[config.mk]
export PLATFORM = sky130hd
export DESIGN_NAME = gr_wb_scoreboard_flat
export DESIGN_NICKNAME = d
export VERILOG_FILES = /design/src/rtl/gr_wb_scoreboard_if.sv /design/src/rtl/gr_wb_scoreboard.sv /design/src/flat_wrapper.sv
export SDC_FILE = /design/constraint.sdc
export NUM_CORES = 1
export LEC_CHECK = 0
export CORE_MARGIN = 1
export CORE_UTILIZATION = 54
export CTS_CLUSTER_SIZE = 10
export DETAILED_ROUTE_END_ITERATION = 8
export PLACE_DENSITY = 0.87
export SLEW_MARGIN = 15
export SYNTH_ARGS = -nofsm -noshare
export SYNTH_HDL_FRONTEND = slang
export SYNTH_SLANG_ARGS = --single-unit
[constraint.sdc]
create_clock -name m_clock -period 15.83 [get_ports m_clock]
set_input_delay 2.3745 -clock m_clock [delete_from_list [all_inputs] [get_ports m_clock]]
set_output_delay 2.3745 -clock m_clock [all_outputs]
set_load 0.02 [all_outputs]
[src/rtl/gr_wb_scoreboard_if.sv]
`default_nettype none
// ============================================================================
//  Module   : gr_wb_scoreboard_if
//  Purpose  : Issue, writeback and register-file write bundle for the
//             general-register scoreboard.
//  Revision : 1.0  initial release
// ============================================================================
interface gr_wb_scoreboard_if #(
    parameter int XLEN = 32
);
    // Issue side (decode -> scoreboard)
    logic            iss_valid;
    logic            iss_rs1;
    logic [4:0]      iss_rs1_n;
    logic            iss_rs2;
    logic [4:0]      iss_rs2_n;
    logic            iss_rd;
    logic [4:0]      iss_rd_n;
    logic            iss_ready;
    // ALU writeback
    logic            alu_wb_valid;
    logic [4:0]      alu_wb_rd_n;
    logic [XLEN-1:0] alu_wb_wd;
    logic            alu_wb_ready;
    // LSU writeback
    logic            lsu_wb_valid;
    logic [4:0]      lsu_wb_rd_n;
    logic [XLEN-1:0] lsu_wb_wd;
    logic            lsu_wb_ready;
    // Register-file write port and status
    logic            gr_rd;
    logic [4:0]      gr_rd_n;
    logic [XLEN-1:0] gr_wd;
    logic [5:0]      busy_cnt;

    modport master (
        output iss_valid, iss_rs1, iss_rs1_n, iss_rs2, iss_rs2_n, iss_rd, iss_rd_n,
        output alu_wb_valid, alu_wb_rd_n, alu_wb_wd,
        output lsu_wb_valid, lsu_wb_rd_n, lsu_wb_wd,
        input  iss_ready, alu_wb_ready, lsu_wb_ready,
        input  gr_rd, gr_rd_n, gr_wd, busy_cnt
    );

    modport slave (
        input  iss_valid, iss_rs1, iss_rs1_n, iss_rs2, iss_rs2_n, iss_rd, iss_rd_n,
        input  alu_wb_valid, alu_wb_rd_n, alu_wb_wd,
        input  lsu_wb_valid, lsu_wb_rd_n, lsu_wb_wd,
        output iss_ready, alu_wb_ready, lsu_wb_ready,
        output gr_rd, gr_rd_n, gr_wd, busy_cnt
    );
endinterface
`default_nettype wire

[src/rtl/gr_wb_scoreboard.sv]
`default_nettype none
// ============================================================================
//  Module   : gr_wb_scoreboard
//  Purpose  : Busy scoreboard for the 32x32 GR file with RAW/WAW issue stall
//             and round-robin ALU/LSU arbitration of the single write port.
//  Revision : 1.0  initial release
// ============================================================================
module gr_wb_scoreboard #(
    parameter int XLEN    = 32,
    parameter bit RR_INIT = 1'b0
) (
    input  wire logic          m_clock,
    input  wire logic          rst_n,
    input  wire logic          flush,
    gr_wb_scoreboard_if.slave  bus
);

    // x0 is never tracked, so only bits 31:1 are stored.
    logic [31:1] busy_q;
    logic [31:0] busy;
    logic [31:0] busy_v;
    logic [5:0]  cnt_nxt;
    logic        prio;          // 0: ALU wins a contest, 1: LSU wins
    logic        issue_fire;
    logic        grant_alu;
    logic        grant_lsu;
    logic        contested;

    assign busy = {busy_q, 1'b0};

    // Hazard check: any source or destination operand that is still busy stalls issue.
    always_comb begin
        bus.iss_ready = ~flush
                      & ~(bus.iss_rs1 & busy[bus.iss_rs1_n])
                      & ~(bus.iss_rs2 & busy[bus.iss_rs2_n])
                      & ~(bus.iss_rd  & busy[bus.iss_rd_n]);
        issue_fire    = bus.iss_valid & bus.iss_ready;
    end

    // Write-port arbitration; a lone requester always wins, a contest goes to prio.
    always_comb begin
        grant_alu = ~flush & bus.alu_wb_valid & (~bus.lsu_wb_valid | ~prio);
        grant_lsu = ~flush & bus.lsu_wb_valid & (~bus.alu_wb_valid |  prio);
        contested = (grant_alu & bus.lsu_wb_valid) | (grant_lsu & bus.alu_wb_valid);
        bus.alu_wb_ready = grant_alu;
        bus.lsu_wb_ready = grant_lsu;
    end

    // Next busy vector: clear from the write now on the GR port, then set from issue
    // (set wins on a collision), and a flush wipes everything.
    always_comb begin
        busy_v = busy;
        if (bus.gr_rd) begin
            busy_v[bus.gr_rd_n] = 1'b0;
        end
        if (issue_fire && bus.iss_rd) begin
            busy_v[bus.iss_rd_n] = 1'b1;
        end
        if (flush) begin
            busy_v = '0;
        end
        busy_v[0] = 1'b0;
        cnt_nxt = 6'd0;
        for (int i = 1; i < 32; i++) begin
            cnt_nxt = cnt_nxt + {5'd0, busy_v[i]};
        end
    end

    // State registers: scoreboard, priority token and the registered GR write port.
    always_ff @(posedge m_clock or negedge rst_n) begin
        if (!rst_n) begin
            busy_q       <= '0;
            prio         <= RR_INIT;
            bus.gr_rd    <= 1'b0;
            bus.gr_rd_n  <= 5'd0;
            bus.gr_wd    <= '0;
            bus.busy_cnt <= 6'd0;
        end else begin
            busy_q       <= busy_v[31:1];
            bus.busy_cnt <= cnt_nxt;
            if (contested) begin
                prio <= ~prio;
            end
            // A granted write to x0 is acknowledged but never strobed.
            bus.gr_rd <= (grant_alu & (bus.alu_wb_rd_n != 5'd0))
                       | (grant_lsu & (bus.lsu_wb_rd_n != 5'd0));
            if (grant_alu) begin
                bus.gr_rd_n <= bus.alu_wb_rd_n;
                bus.gr_wd   <= bus.alu_wb_wd;
            end else if (grant_lsu) begin
                bus.gr_rd_n <= bus.lsu_wb_rd_n;
                bus.gr_wd   <= bus.lsu_wb_wd;
            end
        end
    end

endmodule
`default_nettype wire

[src/flat_wrapper.sv]
// flat-port wrapper written by rule: the top's interface ports become plain ports
module gr_wb_scoreboard_flat 
#(
    parameter int XLEN    = 32,
    parameter bit RR_INIT = 1'b0
)
  (m_clock, rst_n, flush, bus_iss_valid, bus_iss_rs1, bus_iss_rs1_n, bus_iss_rs2, bus_iss_rs2_n, bus_iss_rd, bus_iss_rd_n, bus_alu_wb_valid, bus_alu_wb_rd_n, bus_alu_wb_wd, bus_lsu_wb_valid, bus_lsu_wb_rd_n, bus_lsu_wb_wd, bus_iss_ready, bus_alu_wb_ready, bus_lsu_wb_ready, bus_gr_rd, bus_gr_rd_n, bus_gr_wd, bus_busy_cnt);
  gr_wb_scoreboard_if #(.XLEN(XLEN)) bus_i ();
  input  wire logic m_clock;
  input  wire logic rst_n;
  input  wire logic flush;
  input wire logic [$bits(bus_i.iss_valid)-1:0] bus_iss_valid;
  input wire logic [$bits(bus_i.iss_rs1)-1:0] bus_iss_rs1;
  input wire logic [$bits(bus_i.iss_rs1_n)-1:0] bus_iss_rs1_n;
  input wire logic [$bits(bus_i.iss_rs2)-1:0] bus_iss_rs2;
  input wire logic [$bits(bus_i.iss_rs2_n)-1:0] bus_iss_rs2_n;
  input wire logic [$bits(bus_i.iss_rd)-1:0] bus_iss_rd;
  input wire logic [$bits(bus_i.iss_rd_n)-1:0] bus_iss_rd_n;
  input wire logic [$bits(bus_i.alu_wb_valid)-1:0] bus_alu_wb_valid;
  input wire logic [$bits(bus_i.alu_wb_rd_n)-1:0] bus_alu_wb_rd_n;
  input wire logic [$bits(bus_i.alu_wb_wd)-1:0] bus_alu_wb_wd;
  input wire logic [$bits(bus_i.lsu_wb_valid)-1:0] bus_lsu_wb_valid;
  input wire logic [$bits(bus_i.lsu_wb_rd_n)-1:0] bus_lsu_wb_rd_n;
  input wire logic [$bits(bus_i.lsu_wb_wd)-1:0] bus_lsu_wb_wd;
  output wire logic [$bits(bus_i.iss_ready)-1:0] bus_iss_ready;
  output wire logic [$bits(bus_i.alu_wb_ready)-1:0] bus_alu_wb_ready;
  output wire logic [$bits(bus_i.lsu_wb_ready)-1:0] bus_lsu_wb_ready;
  output wire logic [$bits(bus_i.gr_rd)-1:0] bus_gr_rd;
  output wire logic [$bits(bus_i.gr_rd_n)-1:0] bus_gr_rd_n;
  output wire logic [$bits(bus_i.gr_wd)-1:0] bus_gr_wd;
  output wire logic [$bits(bus_i.busy_cnt)-1:0] bus_busy_cnt;
  assign bus_i.iss_valid = bus_iss_valid;
  assign bus_i.iss_rs1 = bus_iss_rs1;
  assign bus_i.iss_rs1_n = bus_iss_rs1_n;
  assign bus_i.iss_rs2 = bus_iss_rs2;
  assign bus_i.iss_rs2_n = bus_iss_rs2_n;
  assign bus_i.iss_rd = bus_iss_rd;
  assign bus_i.iss_rd_n = bus_iss_rd_n;
  assign bus_i.alu_wb_valid = bus_alu_wb_valid;
  assign bus_i.alu_wb_rd_n = bus_alu_wb_rd_n;
  assign bus_i.alu_wb_wd = bus_alu_wb_wd;
  assign bus_i.lsu_wb_valid = bus_lsu_wb_valid;
  assign bus_i.lsu_wb_rd_n = bus_lsu_wb_rd_n;
  assign bus_i.lsu_wb_wd = bus_lsu_wb_wd;
  assign bus_iss_ready = bus_i.iss_ready;
  assign bus_alu_wb_ready = bus_i.alu_wb_ready;
  assign bus_lsu_wb_ready = bus_i.lsu_wb_ready;
  assign bus_gr_rd = bus_i.gr_rd;
  assign bus_gr_rd_n = bus_i.gr_rd_n;
  assign bus_gr_wd = bus_i.gr_wd;
  assign bus_busy_cnt = bus_i.busy_cnt;
  gr_wb_scoreboard #(.XLEN(XLEN), .RR_INIT(RR_INIT)) u_core (.m_clock(m_clock), .rst_n(rst_n), .flush(flush), .bus(bus_i));
endmodule
# Yosys cells after proc, flatten, opt, wreduce, memory -nomap -nowiden
# Index checks and enable logic that the tools add are counted.
dict set report word_totals {
  register_bits 76
  output_inout_bits 47
  elab_cells 94
}
dict set report op_classes {
  muxes 17
  n_lt_le_gt_ge 6
  reduce_logical 6
  n_addsub 30
  bitwise 29
}
# cell count
set op_table {}
lappend op_table {{$add 6x1->6} 29}
lappend op_table {{$mux 32} 5}
lappend op_table {{$and 32x32->32} 1}
lappend op_table {{$not 32->32} 1}
lappend op_table {{$or 32x32->32} 1}
lappend op_table {{$lt 5x6->1 const B} 4}
lappend op_table {{$and 1x1->1} 15}
lappend op_table {{$bmux 1 s5} 3}
lappend op_table {{$demux 1 s5} 2}
lappend op_table {{$ge 5x1->1 const B} 2}
lappend op_table {{$mux 5} 2}
lappend op_table {{$reduce_bool 5->1} 2}
lappend op_table {{$not 1->1} 7}
lappend op_table {{$mux 1} 5}
lappend op_table {{$or 1x1->1} 4}
lappend op_table {{$logic_and 1x1->1} 3}
lappend op_table {{$add 1x1->2} 1}
lappend op_table {{$reduce_bool 2->1} 1}

# Logic depth before layout (Yosys ltp)
# Gate-level depths: netlist (run 1).
dict set report logic_depth {
  depth_word 41
  mapped_depth 27
  depth_no_buf 23
}

# Worst setup path after synthesis (run 1)
# No wires, ideal clock.
dict set report synth_path {
  path_type {input -> register}
  start {input port bus_iss_rs2_n[1]}
  end {register u_core.bus.busy_cnt[5]}
  path_slack_ps 7249
  required_time_ps 15711
  t_arrival_ps 8463
  path_stages 25
  n_path_buf 3
  path_cell_list {buf_2 > mux4_2 > mux2i_1 > nor2_1 > nor4_1 > nand4_1 > buf_2 > buf_6 > o41ai_2 > ha_1 > inv_1 > fa_1 > fa_1 > inv_1 > fa_1 > fa_1 > fa_1 > inv_1 > fa_1 > inv_1 > ha_1 > a21o_1 > a21oi_1 > nor2b_1 > o21a_1}
}
dict set report synth_between {
  elab_chain_cells 40
}
# element line_no
set synth_lines {}
lappend synth_lines {{start: declaration} flat_wrapper.sv:16} ;# input wire logic [$bits(bus_i.iss_rs2_n)-1:0] bus_iss_rs2_n;
lappend synth_lines {{$bmux 1 s5} gr_wb_scoreboard.sv:35} ;# & ~(bus.iss_rs2 & busy[bus.iss_rs2_n])
lappend synth_lines {{$mux 1 (implied by the code)} gr_wb_scoreboard.sv:35}
lappend synth_lines {{$and 1x1->1} gr_wb_scoreboard.sv:35}
lappend synth_lines {{$not 1->1} gr_wb_scoreboard.sv:35}
lappend synth_lines {{$and 1x1->1} gr_wb_scoreboard.sv:35}
lappend synth_lines {{$and 1x1->1} gr_wb_scoreboard.sv:36} ;# & ~(bus.iss_rd & busy[bus.iss_rd_n]);
lappend synth_lines {{$and 1x1->1} gr_wb_scoreboard.sv:37} ;# issue_fire = bus.iss_valid & bus.iss_ready;
lappend synth_lines {{$logic_and 1x1->1} gr_wb_scoreboard.sv:56} ;# if (issue_fire && bus.iss_rd) begin
lappend synth_lines {{$mux 32} gr_wb_scoreboard.sv:56}
lappend synth_lines {{$mux 32} gr_wb_scoreboard.sv:59} ;# if (flush) begin
lappend synth_lines {{named net u_core.busy_v[2]} gr_wb_scoreboard.sv:21} ;# logic [31:0] busy_v;
lappend synth_lines {{$add 1x1->2} gr_wb_scoreboard.sv:65} ;# cnt_nxt = cnt_nxt + {5'd0, busy_v[i]};
lappend synth_lines {{$add 6x1->6 (29 in a row)} gr_wb_scoreboard.sv:65}
lappend synth_lines {{named net u_core.cnt_nxt[5]} gr_wb_scoreboard.sv:22} ;# logic [5:0] cnt_nxt;
lappend synth_lines {{end signal: assignment} gr_wb_scoreboard.sv:80} ;# bus.busy_cnt <= cnt_nxt;
lappend synth_lines {{end: declaration} gr_wb_scoreboard_if.sv:49} ;# output gr_rd, gr_rd_n, gr_wd, busy_cnt
# The timed path passes the listed nets, and every way through them passes these cells. The select of a mux whose other input is x is not followed.
# A chain may end at the register's enable or synchronous reset.

# Worst setup path in the final report (run 1)
dict set report layout_path {
  start {input port bus_iss_rs1_n[0]}
  end {register u_core.bus.busy_cnt[5]}
}
dict set report layout_between {
  elab_chain_cells 41
}
# element line_no
set layout_lines {}
lappend layout_lines {{start: declaration} flat_wrapper.sv:14} ;# input wire logic [$bits(bus_i.iss_rs1_n)-1:0] bus_iss_rs1_n;
lappend layout_lines {{$bmux 1 s5} gr_wb_scoreboard.sv:34} ;# & ~(bus.iss_rs1 & busy[bus.iss_rs1_n])
lappend layout_lines {{$mux 1 (implied by the code)} gr_wb_scoreboard.sv:34}
lappend layout_lines {{$and 1x1->1} gr_wb_scoreboard.sv:34}
lappend layout_lines {{$not 1->1} gr_wb_scoreboard.sv:34}
lappend layout_lines {{$and 1x1->1} gr_wb_scoreboard.sv:34}
lappend layout_lines {{$and 1x1->1} gr_wb_scoreboard.sv:35}
lappend layout_lines {{$and 1x1->1} gr_wb_scoreboard.sv:36}
lappend layout_lines {{$and 1x1->1} gr_wb_scoreboard.sv:37}
lappend layout_lines {{$logic_and 1x1->1} gr_wb_scoreboard.sv:56}
lappend layout_lines {{$mux 32} gr_wb_scoreboard.sv:56}
lappend layout_lines {{$mux 32} gr_wb_scoreboard.sv:59}
lappend layout_lines {{named net u_core.busy_v[1]} gr_wb_scoreboard.sv:21}
lappend layout_lines {{$add 1x1->2} gr_wb_scoreboard.sv:65}
lappend layout_lines {{$add 6x1->6 (29 in a row)} gr_wb_scoreboard.sv:65}
lappend layout_lines {{named net u_core.cnt_nxt[5]} gr_wb_scoreboard.sv:22}
# The timed path passes the listed nets, and every way through them passes these cells. The select of a mux whose other input is x is not followed.

==> results of run 1 <==
-- area by class of cell --
cell class                 count  area [sq um]
clock buffer                  13         178.9
clock inverter                 3         42.54
fill                         715          2646
inverter                      33         123.9
multi-input combinational    422          3223
sequential                    76          1902
tap                          133         166.4
timing repair buffer         151          1491
-- per-stage QoR --
| step | std cells | hold WS, ps |
|---|---|---|
| after detailed placement | 815 | 497.4 |
| after CTS | 831 | 533.1 |
| after floorplan | 575 | 457.4 |
| after global routing | 831 | 552.5 |
| after global placement | 815 | 477.0 |
| final | 831 | 535.4 |
-- metal layers --
metal | vias up | GRT usage, %
met5 | - | 0
met4 | 0 | 17.69
met3 | 56 | 7.119
met2 | 274 | 56.56
met1 | 2546 | 45.57
li1 | 2310 | -
-- worst min-delay path, stage by stage, from the launching register on --
cell and delay, ps:
dfrtp_1 360, o22ai_1 70, nor2_1 70
-- sequential cells by signal (all words and copies together) (netlist names) --
signal,cells
u_core.busy_q,31
u_core.bus.gr_rd,1
u_core.bus.gr_wd,32
u_core.prio,1
u_core.bus.busy_cnt,6
u_core.bus.gr_rd_n,5
-- power by group --
| part | switching (mW) | internal, mW |
|---|---|---|
| logic | 0.0981 | 0.0850 |
| registers | 0.0215 | 0.217 |
| clock network | 0.0758 | 0.0899 |
-- logic make-up after synthesis --
| kind of cell | after synthesis | share of synthesized area (%) |
|---|---|---|
| and+or+nand+nor | 224 | 20.31 |
| AOI/OAI and AO/OA | 129 | 18.57 |
| buffers and inverters | 77 | 6.251 |
| DFF | 76 | 34.81 |
| muxes | 33 | 8.930 |
| adders and majority gates | 32 | 10.49 |
| xor gates and xnor gates | 4 | 0.6411 |
-- how the worst max path moves through the flow --
stage | slack, ps | cells after the start | end | startpoint
4_1_cts | 6320 | 24 | u_core.bus.busy_cnt[5] | bus_iss_rs1_n[0]
3_5_place_dp | 5940 | 24 | u_core.bus.busy_cnt[5] | bus_iss_rs1_n[0]
6_report | 6360 | 24 | u_core.bus.busy_cnt[5] | bus_iss_rs1_n[0]
2_1_floorplan | 7250 | 25 | u_core.bus.busy_cnt[5] | bus_iss_rs2_n[1]
5_1_grt | 5920 | 24 | u_core.bus.busy_cnt[5] | bus_iss_rs1_n[0]
3_3_place_gp | 6320 | 24 | u_core.bus.busy_cnt[5] | bus_iss_rs1_n[0]
-- cells in the final DEF (no fill, tap or decap), types with 6 or more instances in the layout --
cell and n:
o31ai_1 9, clkdlybuf4s50_1 143, nand2_1 35, buf_4 8, fa_1 23, nor2_1 89, o41a_1 11, nand3_1 16
ha_1 9, o41ai_1 10, nor2b_1 24, mux2i_1 15, dfrtp_1 76, o21ai_0 18, a21oi_1 9, nand2b_1 8
o41ai_2 11, clkbuf_8 13, mux4_2 12, mux2_2 6, inv_1 33, o22ai_1 40, nand3b_1 24
==> impl_metrics.csv, run 1 <==
group,metric,value,unit
run_status,status,"finished clean",
synth,syn_avg_cell_area,9.503,sq um
routing,firstDrtPassIters,6,
critical_path,crit_path_frequent_cell,"fa_1",
power_and_ir_drop,p_total,0.5874,mW
synth,ys.flop_type,"dfrtp_1",
synth,synth-edff-count,0,
die,die_h,102.6,microns
synth,async_flop_share,100.0,%
clock_network,cts_sinks,76,
cells_and_area,area_delta_synth_final,30.46,%
synth,synth-seq-area-share,34.81,%
grt,grt_pass1_wl,27.50,mm
critical_path,path_buf_inv,6,
placed_design,portBuffers,144,
cells_and_area,drive_gt1_share,8.166,%
synth,synth_top_area_share,34.81,%
routing,topRoutingLayerUsed,"met4",
synth,ys_top_cells_by_area,"dfrtp_1, fa_1, nor2_1, mux4_2, o22ai_1",
power_and_ir_drop,ir_worst_vdd,0.00006283,V
critical_path,worstPathRequired,16080,ps
placed_design,dp_slack,5936,ps
synth,yosysTopAreaCell,"dfrtp_1",
sta,period_share,59.80,%
sta,final_hold_viol_count,0,
clock_network,htreeDepth,3,
critical_path,crit_path_start_kind,"input pin",
synth,yosys_warnings,0,
synth,syn_area,5464,sq um
clock_network,cts_tree,"yes",
synth,synth_cells,575,
synth,ys_types,50,
cells_and_area,utilization,72.93,%
routing,wl_per_cell,20.83,microns
critical_path,worst_r2r_path_depth,23,
grt,grtUsageTotal,35.21,%
clock_network,cts_resized,0,
die,die-area,10520,sq um
die,io-pin-count,145,
routing,viasPerCell,6.241,
min_path,hold_path_class,"reg -> reg",
grt,antenna_found_initial,0,
critical_path,path_delay_family,"adder cells",
grt,overflow,0,
sta,finClkSkew,8.984,ps
critical_path,crit_arrival,9710,ps
clock_network,clk_pin_slew,80,ps
clock_network,clockBufferDepth,2,
power_and_ir_drop,power_density,82.41,nW/um^2
synth,synth.most_common_cell,"nor2_1",
routing,drt-total-wl,17.31,mm
min_path,worstHoldStart,"u_core.bus.gr_wd[24]",
sta,fin_crit,9466,ps
die,core,9774,sq um
clock_network,ctsHoldBuffers,0,
critical_path,slowest_stage,"clkdlybuf4s50_1",
run,max-cap-violations,0,
sta,worst_pin_slew,1008,ps
routing,drt_iter0_drc,443,
clock_network,cts_setup_buffers,0,
clock_network,clock_latency,360,ps
cells_and_area,layout.nets,823,
critical_path,critPathCaptureType,"flop",
cells_and_area,diodes,0,
placed_design,routabilityCongestion,1.037,
placed_design,placed_cell_area,6907,sq um
sta,drv_slew,0,
routing,drc,0,
routing,wl_met2,8.305,mm
grt,grt_max_degree,77,
sta,setup_violations,0,
sta,timing.fmax,0.1056,GHz
critical_path,r2r_slack,8810,ps
routing,ant_nets,0,
min_path,hold_path_depth,2,
synth,synth_seq_cells,76,
critical_path,max_stage_delay,970,ps
critical_path,r2r-start,"u_core.busy_q[10]",
die,initial_core_util,55.90,%
critical_path,cp_max_fo,47,
sta,slew_headroom,32.81,%
routing,vias,5186,
sta,setup_slack,6364,ps
routing,wl_met3,1.387,mm
placed_design,hpwl,12.72,mm
power_and_ir_drop,leakage,2.941,nW
critical_path,path_cells,"clkdlybuf4s50_1 > mux2i_1 > a21oi_1 > o211a_1 > nor4_1 > nand4_1 > buf_4 > o41ai_1 > ha_1 > inv_1 > fa_1 > fa_1 > inv_1 > fa_1 > fa_1 > fa_1 > inv_1 > fa_1 > inv_1 > ha_1 > a21o_1 > a21oi_1 > nor2b_1 > o21a_1",
sta,tns,0,ps
critical_path,worstSetupPathType,"in -> reg",
die,rows,36,
routing,wl_met1,6.882,mm
die,die_w,102.6,microns
sta,grt_setup_unrepaired,"false",
grt,first_global_vias,5339,
cells_and_area,final_area,7128,sq um
synth,synth_common_cells,"nor2_1, dfrtp_1, o22ai_1",
min_path,hold_end,"u_core.bus.gr_wd[24]",
clock_network,numCtsBuffers,9,
synth,synth_nets,705,
clock_network,clock-root-buffer,"clkbuf_8",
critical_path,worst_r2r_endpoint,"u_core.bus.busy_cnt[5]",
No activity file was read; power rests on OpenSTA's default activity.
==> run 2, diff against run 1 <==
--- a/config.mk
+++ b/config.mk
@@ -6,10 +6,10 @@
 export NUM_CORES = 1
 export LEC_CHECK = 0
 export CORE_MARGIN = 1
-export CORE_UTILIZATION = 54
+export CORE_UTILIZATION = 45
 export CTS_CLUSTER_SIZE = 10
 export DETAILED_ROUTE_END_ITERATION = 8
-export PLACE_DENSITY = 0.87
+export PLACE_DENSITY = 0.77
 export SLEW_MARGIN = 15
 export SYNTH_ARGS = -nofsm -noshare
 export SYNTH_HDL_FRONTEND = slang
==> constraint.sdc (replaced) <==
create_clock -name m_clock -period 7.8 [get_ports m_clock]
set_input_delay 1.17 -clock m_clock [delete_from_list [all_inputs] [get_ports m_clock]]
set_output_delay 1.17 -clock m_clock [all_outputs]
set_load 0.02 [all_outputs]
==> run 2 against run 1 <==
Effect of this change: the run now ends with DRC left; clock skew fell by 1.7 ps; global-route usage fell by 5.0 points; sequential power up 100%; via count is 2.2% higher; highest routed layer unchanged; combinational power is 110% higher; clock power grew to 2.5 times the previous value; core utilization shrank 7.4 points; sequential share of layout area down 1.7 points; largest power group unchanged.
==> impl_metrics.csv, run 2 (synthesis results as in run 1) <==
group,metric,value,unit
run_status,status,"complete, but fails checks",
grt,first_global_vias,5395,
cells_and_area,layout.nets,858,
power_and_ir_drop,power_density,169.9,nW/um^2
routing,drt_iter0_drc,541,
power_and_ir_drop,ir_worst_vdd,0.0001356,V
clock_network,cts_sinks,76,
min_path,worstHoldStart,"u_core.prio",
run_status,violations,"DRC",
sta,setup_violations,0,
die,die_h,112.2,microns
routing,viasPerCell,6.056,
routing,wl_per_cell,20.94,microns
routing,vias,5299,
critical_path,crit_arrival,7960,ps
clock_network,ctsHoldBuffers,0,
placed_design,placed_cell_area,7169,sq um
cells_and_area,final_common_cell,"clkdlybuf4s50_1",
cells_and_area,diodes,0,
grt,overflow,0,
critical_path,r2r-start,"u_core.busy_q[29]",
sta,tns,0,ps
critical_path,cp_max_fo,22,
sta,finClkSkew,7.275,ps
routing,drc,1,
grt,grt_pass1_wl,29.09,mm
min_path,hold_path_depth,1,
placed_design,hpwl,13.86,mm
sta,slew_headroom,36.38,%
sta,timing.fmax,0.1293,GHz
die,die-area,12590,sq um
min_path,hold_end,"u_core.prio",
placed_design,portBuffers,144,
cells_and_area,drive_gt1_share,13.39,%
die,initial_core_util,47.05,%
sta,grt_setup_unrepaired,"true",
clock_network,clockBufferDepth,2,
critical_path,worst_r2r_endpoint,"u_core.bus.busy_cnt[4]",
critical_path,worst_r2r_path_depth,24,
clock_network,cts_tree,"yes",
grt,grt_max_degree,77,
power_and_ir_drop,leakage,3.212,nW
routing,ant_nets,0,
clock_network,numCtsBuffers,9,
sta,period_share,99.13,%
cells_and_area,largest-register,"u_core.bus.gr_wd",
die,io-pin-count,145,
min_path,hold_path_class,"reg -> reg",
clock_network,clock_latency,340,ps
grt,antenna_found_initial,0,
die,rows,39,
routing,drt-total-wl,18.32,mm
cells_and_area,largest_register_ff_count,32,
die,die_w,112.2,microns
critical_path,r2r_slack,1030,ps
clock_network,clock-root-buffer,"clkbuf_16",
placed_design,routabilityCongestion,1.019,
critical_path,crit_path_start_kind,"input pin",
cells_and_area,area_delta_synth_final,39.36,%
cells_and_area,final_area,7615,sq um
critical_path,critPathCaptureType,"flop",
critical_path,worstPathRequired,8030,ps
grt,grtUsageTotal,30.24,%
sta,final_hold_viol_count,0,
die,core,11610,sq um
routing,firstDrtPassIters,7,
sta,drv_slew,0,
cells_and_area,top_regs,"u_core.bus.gr_wd x32, u_core.busy_q x31, u_core.bus.busy_cnt x6",
cells_and_area,final_cell_mix,"clkdlybuf4s50_1, nor2_1, dfrtp_1",
run,max-cap-violations,0,
critical_path,worstSetupPathType,"in -> reg",
sta,worst_pin_slew,954.3,ps
sta,whs,498.0,ps
sta,fin_crit,7732,ps
clock_network,htreeDepth,3,
clock_network,clk_pin_slew,60,ps
## run 2: cell count changes in the layout (fill, tap and decap cells not counted), moves of 2 or more
cell       delta
buf_4        +30
clkbuf_8     -12
clkbuf_16     +9
o41ai_1       -5
o41ai_4       +4
buf_12        +3
buf_6         +2
clkbuf_1      +2
## run 2: report_power, final
part / internal (mW) / total, mW / switching [mW]
sequential: 0.442 / 0.486 / 0.0445
combinational: 0.185 / 0.390 / 0.205
clock: 0.256 / 0.418 / 0.162
total: 0.883 / 1.29 / 0.411
## run 2: critical path, cell delays in order
cell and delay [ps]:
clkdlybuf4s50_1 470, buf_6 140, mux4_2 510, mux2i_1 160, nor2_1 60, nor4_1 370
nand4_1 170, buf_6 170, buf_12 160, o41ai_2 400, buf_4 180, fa_1 420
inv_1 90, fa_1 450, fa_1 550, fa_1 430, fa_1 500, inv_1 50
fa_1 500, ha_2 180, inv_1 60, fa_1 380, inv_1 70, a21o_1 110
a21oi_1 70, xnor2_1 120
## run 2: area by class of cell
| cell class | instances | area [sq um] |
|---|---|---|
| clock buffer | 12 | 246.5 |
| fill | 912 | 3999 |
| multi-input combinational | 422 | 3316 |
| tap | 143 | 178.9 |
| sequential | 76 | 1902 |
| clock inverter | 3 | 46.29 |
| inverter | 33 | 123.9 |
| timing repair buffer | 186 | 1802 |
## run 2: routing by layer
metal / up-vias / global-route usage (%) / routed length (microns)
li1: 2391 / - / -
met1: 2491 / 38.61 / 6896
met2: 340 / 47.91 / 8486
met3: 77 / 7.019 / 1836
met4: 0 / 16.44 / 1099
met5: - / 0 / 0
## run 2: worst max path at each step
stage	start	endpoint	cells past startpoint
4_1_cts	bus_iss_rs2_n[0]	u_core.bus.busy_cnt[5]	23
6_report	bus_iss_rs2_n[1]	u_core.bus.busy_cnt[4]	26
3_3_place_gp	bus_iss_rs2_n[0]	u_core.bus.busy_cnt[4]	24
3_5_place_dp	bus_iss_rs2_n[0]	u_core.bus.busy_cnt[4]	24
2_1_floorplan	bus_iss_rs2_n[1]	u_core.bus.busy_cnt[5]	25
5_1_grt	bus_iss_rs2_n[1]	u_core.bus.busy_cnt[4]	26
## run 2: timing repair
action                     in CTS  in global routing
gates resized for setup         1                 18
setup buffers                   0                  5
setup endpoints to repair       2                  5
pin swaps                       0                  7
## run 2: per-stage QoR
stage	cells	utilization (%)	total power, mW	setup slack [ps]
after floorplan	575	-	0.6667	423.2
after global placement	855	61.73	0.8625	-196.6
after detailed placement	855	61.73	0.8700	-383.8
after CTS	870	64.32	1.291	10.38
after global routing	875	65.57	1.350	-96.25
final	875	65.57	1.294	67.71
==> run 3, diff against run 2 <==
--- a/config.mk
+++ b/config.mk
@@ -10,7 +10,8 @@
 export CTS_CLUSTER_SIZE = 10
 export DETAILED_ROUTE_END_ITERATION = 8
 export PLACE_DENSITY = 0.77
-export SLEW_MARGIN = 15
+export SLEW_MARGIN = 10
 export SYNTH_ARGS = -nofsm -noshare
 export SYNTH_HDL_FRONTEND = slang
 export SYNTH_SLANG_ARGS = --single-unit
+export TNS_END_PERCENT = 10
==> results of run 3 <==
Same layout as run 2: the final DEF is identical, and so are final timing and power.
